### src/rtl/clock_pkg.sv
// Shared constants and state encoding for the clock top level and its alarm sequencer.
package clock_pkg;

    localparam int NS = 60;
    localparam int NH = 24;
    localparam int NW = 7;

    localparam logic [NW-1:0] DAY_MASK = 7'b0011111;

    typedef enum logic [1:0] {
        IDLE   = 2'd0,
        RING   = 2'd1,
        SNOOZE = 2'd2
    } alarm_state_t;

    function automatic int max_int(input int a, input int b);
        return (a > b) ? a : b;
    endfunction

endpackage

### src/rtl/alarm_snooze_edge_det.sv
// Registered rising-edge one-shot for a level button synchronous to clk.
module edge_det (
    input  logic clk,
    input  logic rst,
    input  logic btn,
    output logic press
);

    logic prev;

    always_ff @(posedge clk or negedge rst) begin
        if (!rst) begin
            prev  <= 1'b0;
            press <= 1'b0;
        end else begin
            prev  <= btn;
            press <= btn & ~prev;
        end
    end

endmodule

### src/rtl/alarm_snooze.sv
// Alarm sequencer: weekday-masked match, auto-silence timeout and bounded snooze.
// Clocked by the 1 Hz pulse, so the timer counts seconds.
module alarm_snooze #(
    parameter int                         NS         = clock_pkg::NS,
    parameter int                         NH         = clock_pkg::NH,
    parameter int                         NW         = clock_pkg::NW,
    parameter logic [NW-1:0]              DAY_MASK   = clock_pkg::DAY_MASK,
    parameter int                         RING_SEC   = 60,
    parameter int                         SNOOZE_SEC = 540,
    parameter int                         MAX_SNOOZE = 3
) (
    input  logic                              clk,
    input  logic                              rst,
    input  logic [6:0]                        tsec,
    input  logic [6:0]                        tmin,
    input  logic [6:0]                        thrs,
    input  logic [6:0]                        tday,
    input  logic [6:0]                        amin,
    input  logic [6:0]                        ahrs,
    input  logic                              alarmon,
    input  logic                              snooze_btn,
    input  logic                              dismiss_btn,
    output logic                              buzz,
    output logic                              snoozing,
    output logic [$clog2(MAX_SNOOZE+1)-1:0]   snooze_ct
);

    import clock_pkg::alarm_state_t;
    import clock_pkg::IDLE;
    import clock_pkg::RING;
    import clock_pkg::SNOOZE;
    import clock_pkg::max_int;

    localparam int TW = $clog2(max_int(RING_SEC, SNOOZE_SEC));
    localparam int CW = $clog2(MAX_SNOOZE + 1);
    localparam int DW = $clog2(NW);
    localparam int MW = 2 ** DW;

    localparam logic [TW-1:0] RING_LOAD   = TW'(RING_SEC - 1);
    localparam logic [TW-1:0] SNOOZE_LOAD = TW'(SNOOZE_SEC - 1);
    localparam logic [CW-1:0] MAX_CT      = CW'(MAX_SNOOZE);
    // Mask padded to a power of two so the day index never reads past the vector.
    localparam logic [MW-1:0] MASK_EXT    = MW'(DAY_MASK);

    alarm_state_t  state;
    logic [TW-1:0] timer;
    logic          snooze_press;
    logic          dismiss_press;
    logic          day_ok;
    logic          time_ok;
    logic          match;

    edge_det u_snooze_edge (
        .clk   (clk),
        .rst   (rst),
        .btn   (snooze_btn),
        .press (snooze_press)
    );

    edge_det u_dismiss_edge (
        .clk   (clk),
        .rst   (rst),
        .btn   (dismiss_btn),
        .press (dismiss_press)
    );

    assign day_ok  = (tday < 7'(NW)) && MASK_EXT[tday[DW-1:0]];
    assign time_ok = (tmin < 7'(NS)) && (thrs < 7'(NH));
    assign match   = alarmon && (tsec == 7'd0) && (tmin == amin) && (thrs == ahrs)
                     && day_ok && time_ok;

    always_ff @(posedge clk or negedge rst) begin
        if (!rst) begin
            state     <= IDLE;
            timer     <= '0;
            snooze_ct <= '0;
            buzz      <= 1'b0;
            snoozing  <= 1'b0;
        end else begin
            case (state)
                IDLE: begin
                    if (match) begin
                        state <= RING;
                        timer <= RING_LOAD;
                        buzz  <= 1'b1;
                    end
                end
                RING: begin
                    if (!alarmon || dismiss_press) begin
                        state     <= IDLE;
                        timer     <= '0;
                        snooze_ct <= '0;
                        buzz      <= 1'b0;
                        snoozing  <= 1'b0;
                    end else if (snooze_press && (snooze_ct < MAX_CT)) begin
                        state     <= SNOOZE;
                        timer     <= SNOOZE_LOAD;
                        snooze_ct <= snooze_ct + 1'b1;
                        buzz      <= 1'b0;
                        snoozing  <= 1'b1;
                    end else if (timer == '0) begin
                        state     <= IDLE;
                        snooze_ct <= '0;
                        buzz      <= 1'b0;
                        snoozing  <= 1'b0;
                    end else begin
                        timer <= timer - 1'b1;
                    end
                end
                SNOOZE: begin
                    if (!alarmon || dismiss_press) begin
                        state     <= IDLE;
                        timer     <= '0;
                        snooze_ct <= '0;
                        buzz      <= 1'b0;
                        snoozing  <= 1'b0;
                    end else if (timer == '0) begin
                        state    <= RING;
                        timer    <= RING_LOAD;
                        buzz     <= 1'b1;
                        snoozing <= 1'b0;
                    end else begin
                        timer <= timer - 1'b1;
                    end
                end
                default: begin
                    state     <= IDLE;
                    timer     <= '0;
                    snooze_ct <= '0;
                    buzz      <= 1'b0;
                    snoozing  <= 1'b0;
                end
            endcase
        end
    end

endmodule

### config.mk
export PLATFORM = sky130hd
export DESIGN_NAME = alarm_snooze
export DESIGN_NICKNAME = d
export VERILOG_FILES = /design/src/rtl/clock_pkg.sv /design/src/rtl/alarm_snooze_edge_det.sv /design/src/rtl/alarm_snooze.sv
export SDC_FILE = /design/constraint.sdc
export NUM_CORES = 1
export LEC_CHECK = 0
export CAP_MARGIN = 20
export CORE_MARGIN = 1.5
export CORE_UTILIZATION = 45
export DETAILED_ROUTE_END_ITERATION = 10
export PLACE_DENSITY = 0.8
export SYNTH_ARGS = -nofsm -noshare
export SYNTH_HDL_FRONTEND = slang
export SYNTH_SLANG_ARGS = --single-unit
### constraint.sdc
create_clock -name clk -period 2.5 [get_ports clk]
set_clock_uncertainty 0.1 [all_clocks]
set_input_delay 0.25 -clock clk [delete_from_list [all_inputs] [get_ports clk]]
set_output_delay 0.25 -clock clk [all_outputs]
set_load 0.01 [all_outputs]
==> results of run 1 <==
[logic make-up after synthesis]
| kind of cell | Yosys count | synth area share (%) |
|---|---|---|
| and+or+nand+nor | 60 | 25.6 |
| AOI/OAI and AO/OA | 45 | 21.6 |
| DFF | 20 | 34.7 |
| xor gates and xnor gates | 14 | 8.49 |
| buffers and inverters | 10 | 3.38 |
| adders and majority gates | 6 | 5.20 |
| muxes | 1 | 1.04 |
[worst min path at each step]
stage,from,to,depth (start not counted)
final,rst,timer[0]$_DFFE_PN0P_,2
after global routing,rst,timer[0]$_DFFE_PN0P_,2
after CTS,rst,timer[0]$_DFFE_PN0P_,2
after global placement,u_snooze_edge.prev$_DFF_PN0_,u_snooze_edge.press$_DFF_PN0_,1
after detailed placement,u_snooze_edge.prev$_DFF_PN0_,u_snooze_edge.press$_DFF_PN0_,1
after floorplan,rst,buzz$_DFFE_PN0P_,0
[power groups by stage]
stage	Clock (W)	Combinational (W)	Sequential, W
CTS	0.000149	0.000550	0.000453
global placement	0	0.000526	0.000455
global route	0.000163	0.000616	0.000461
floorplan	0	0.000365	0.000448
finish	0.000148	0.000559	0.000453
detailed placement	0	0.000548	0.000460
[flip-flops by register name, summed over array words and instances (netlist names)]
name                  cells
u_dismiss_edge.press      1
timer                    10
u_snooze_edge.prev        1
u_dismiss_edge.prev       1
snoozing                  1
snooze_ct                 2
state                     2
u_snooze_edge.press       1
buzz                      1
[layout make-up]
class                   count  share of cell area [%]
well taps                  44                    2.72
clock buffers               3                    1.11
flip-flops and latches     20                    24.8
repair buffers             52                    25.5
multi-input cells         126                    44.6
inverters                   7                    1.30
[metal layers]
metal  vias up  share of wire, %
li1        677                 -
met1       669                40
met2        55                53
met3        14               5.0
met4         0               2.0
met5         -                 0
[cell usage in the layout (no fill, tap or decap), types with 3 or more instances in the layout]
master	n
or3_1	3
xnor2_1	14
nor4_1	6
nand2_1	7
nand4_1	4
dfrtp_1	20
nand3_1	5
ha_1	6
inv_1	7
o31ai_1	4
nor2b_1	3
a21oi_1	5
o21ai_0	18
nor2_1	12
nand2b_1	4
clkdlybuf4s50_1	50
clkbuf_4	3
a22o_1	4
[synth_stat cells, types with 3 or more instances]
| master | number |
|---|---|
| nand4_1 | 4 |
| a22o_1 | 4 |
| o21ai_0 | 18 |
| nor2b_1 | 3 |
| xnor2_1 | 14 |
| nand3_1 | 5 |
| nor4_1 | 6 |
| nand2_1 | 7 |
| nand2b_1 | 4 |
| ha_1 | 6 |
| o31ai_1 | 4 |
| or3_1 | 3 |
| dfrtp_1 | 20 |
| inv_1 | 7 |
| a21oi_1 | 5 |
| nor2_1 | 12 |
[what timing repair did]
action	CTS	global route
gates resized for setup	0	1
hold buffers	0	0
setup endpoints to repair	0	4
[metrics by stage]
stage / hold WS (ns) / power [W] / worst slack (ns) / utilization (%)
global placement: 0.285 / 0.000981 / 0.0754 / 65.2
global route: 0.203 / 0.00124 / 0.0110 / 66.2
floorplan: -0.146 / 0.000813 / 0.445 / -
detailed placement: 0.292 / 0.00101 / 0.00440 / 65.2
CTS: 0.194 / 0.00115 / 0.124 / 66.0
finish: 0.182 / 0.00116 / 0.216 / 66.2
==> flow_summary.json, run 1 <==
{
  "status": "completed",
  "p_seq_share_pct": 39.1,
  "cts_htree_levels": 1,
  "min_path_type": "input pin to asynchronous set/reset pin",
  "critPathTopFamily": "simple AND/OR/NAND/NOR gates",
  "worst_r2r_endpoint": "timer[3]$_DFFE_PN0P_",
  "p_comb_share_pct": 48.2,
  "arrival_ns": 2.38,
  "power.density_nw_per_um2": 574,
  "drtIter0Drc": 43,
  "final-seq-area_um2": 500,
  "die_y_um": 59.6,
  "vias_per_cell": 5.62,
  "placed_cells_incl_taps": 249,
  "fin_area_um2": 2020,
  "nets": 263,
  "cts_buffer_depth": 2,
  "rrSetupSlack_ns": 0.22,
  "hpwl_mm": 3.01,
  "yosys.area.top_type": "dfrtp_1",
  "setup_violations": 0,
  "totalWireLength_mm": 3.66,
  "syn-mean-instance-area_um2": 9.26,
  "core-area_um2": 3050,
  "met1_usage_pct": 26.6,
  "cp-endpoint": "timer[3]$_DFFE_PN0P_",
  "intPower_w": 0.000723,
  "drive_gt1_share_pct": 6.73,
  "die_w_um": 59.6,
  "gr-usage-met3_pct": 4.59,
  "cts_setup_buffers": 0,
  "rr_startpoint": "timer[0]$_DFFE_PN0P_",
  "fin_crit_sh_pct": 91.4,
  "critical-path-slowest-cell": "dfrtp_1",
  "grt-ovfl-total": 0,
  "initial_core_util_pct": 47.3,
  "clkLatencyLatePin_ns": 0.30,
  "vias": 1415,
  "cts_made_buffers": 3,
  "drtAntennaViolNets": 0,
  "grt_start_max_net_pins": 21,
  "met2_usage_pct": 40.1,
  "cp.depth": 8,
  "synth-seq-cells": 20,
  "crit_fanout": 11,
  "synth_top_area_share_pct": 34.7,
  "slew_violations": 0,
  "synthDistinctLibCells": 44,
  "crit_start": "timer[0]$_DFFE_PN0P_",
  "synth_flop_cell": "dfrtp_1",
  "yosysWarnings": 0,
  "num_rows": 20,
  "syn_nets": 209,
  "switching_share_pct": 37.6,
  "async_flop_share_pct": 100,
  "clkPwrFrac_pct": 12.7,
  "yosysSeqAreaShare_pct": 34.7,
  "top_usage_layer": "met2",
  "cts.sinks": 20,
  "cts.reportedPaths.clkPinSlew_ns": 0.11,
  "cts_tree": "done",
  "multi_input_comb_area_um2": 902,
  "cap_viol_max_count": 0,
  "dieArea_um2": 3560,
  "critPathCaptureType": "flip-flop",
  "switchingPower_w": 0.000437,
  "rr_worst_depth": 8,
  "critical_path_class": "flip-flop to flip-flop",
  "wl_per_cell_um": 14.5,
  "period_needed_ns": 2.28,
  "irDropWorstVdd_mv": 0.415,
  "syn-instance-count": 156,
  "tns_ns": 0,
  "grt_antenna_before_repair": 0,
  "gr-usage-all-layers_pct": 22.4,
  "crit_chain": "inv_1 -> ha_1 -> nor4b_4 -> and3_1 -> a211oi_2 -> a21oi_4 -> nor2_1 -> a22o_1",
  "drtPass1Iterations": 5,
  "worst_slew_pin_slew_ns": 0.654,
  "num_antenna_cells": 0,
  "rsz0062_at_grt": "no",
  "required_ns": 2.60,
  "syn2layout_area_growth_pct": 40.0,
  "synth_area_um2": 1440,
  "io_pins": 51,
  "startpoint_type": "flip-flop",
  "synth_edf_count": 0,
  "dpl-instance-area_um2": 1990,
  "instances_no_fill": 252,
  "grt_pass1_wl_mm": 6.09,
  "grt_pass1_vias": 1412,
  "relSlewSlack_pct": 55.9,
  "nFillCells": 274,
  "hold_violations": 0,
  "root_buffer": "clkbuf_4",
  "cpPeakStageDelay_ns": 0.42,
  "fmax_mhz": 438,
  "numPortBuffers": 50,
  "drc": 0,
  "cp_num_buf_inv": 1,
  "power_leakage_nw": 0.767,
  "routabilityCongestion": 0.891,
  "ys_top_cells_by_area": "dfrtp_1 (35%), xnor2_1 (8.5%), o21ai_0 (6.2%), ha_1 (5.2%), nor2_1 (3.1%)"
}
(Power assumes the default switching activity.)
==> run 2, diff against run 1 <==
TNS_END_PERCENT = 1   (was not set)
==> results of run 2 <==
The final DEF is identical to that of run 1; final timing and power are the same.
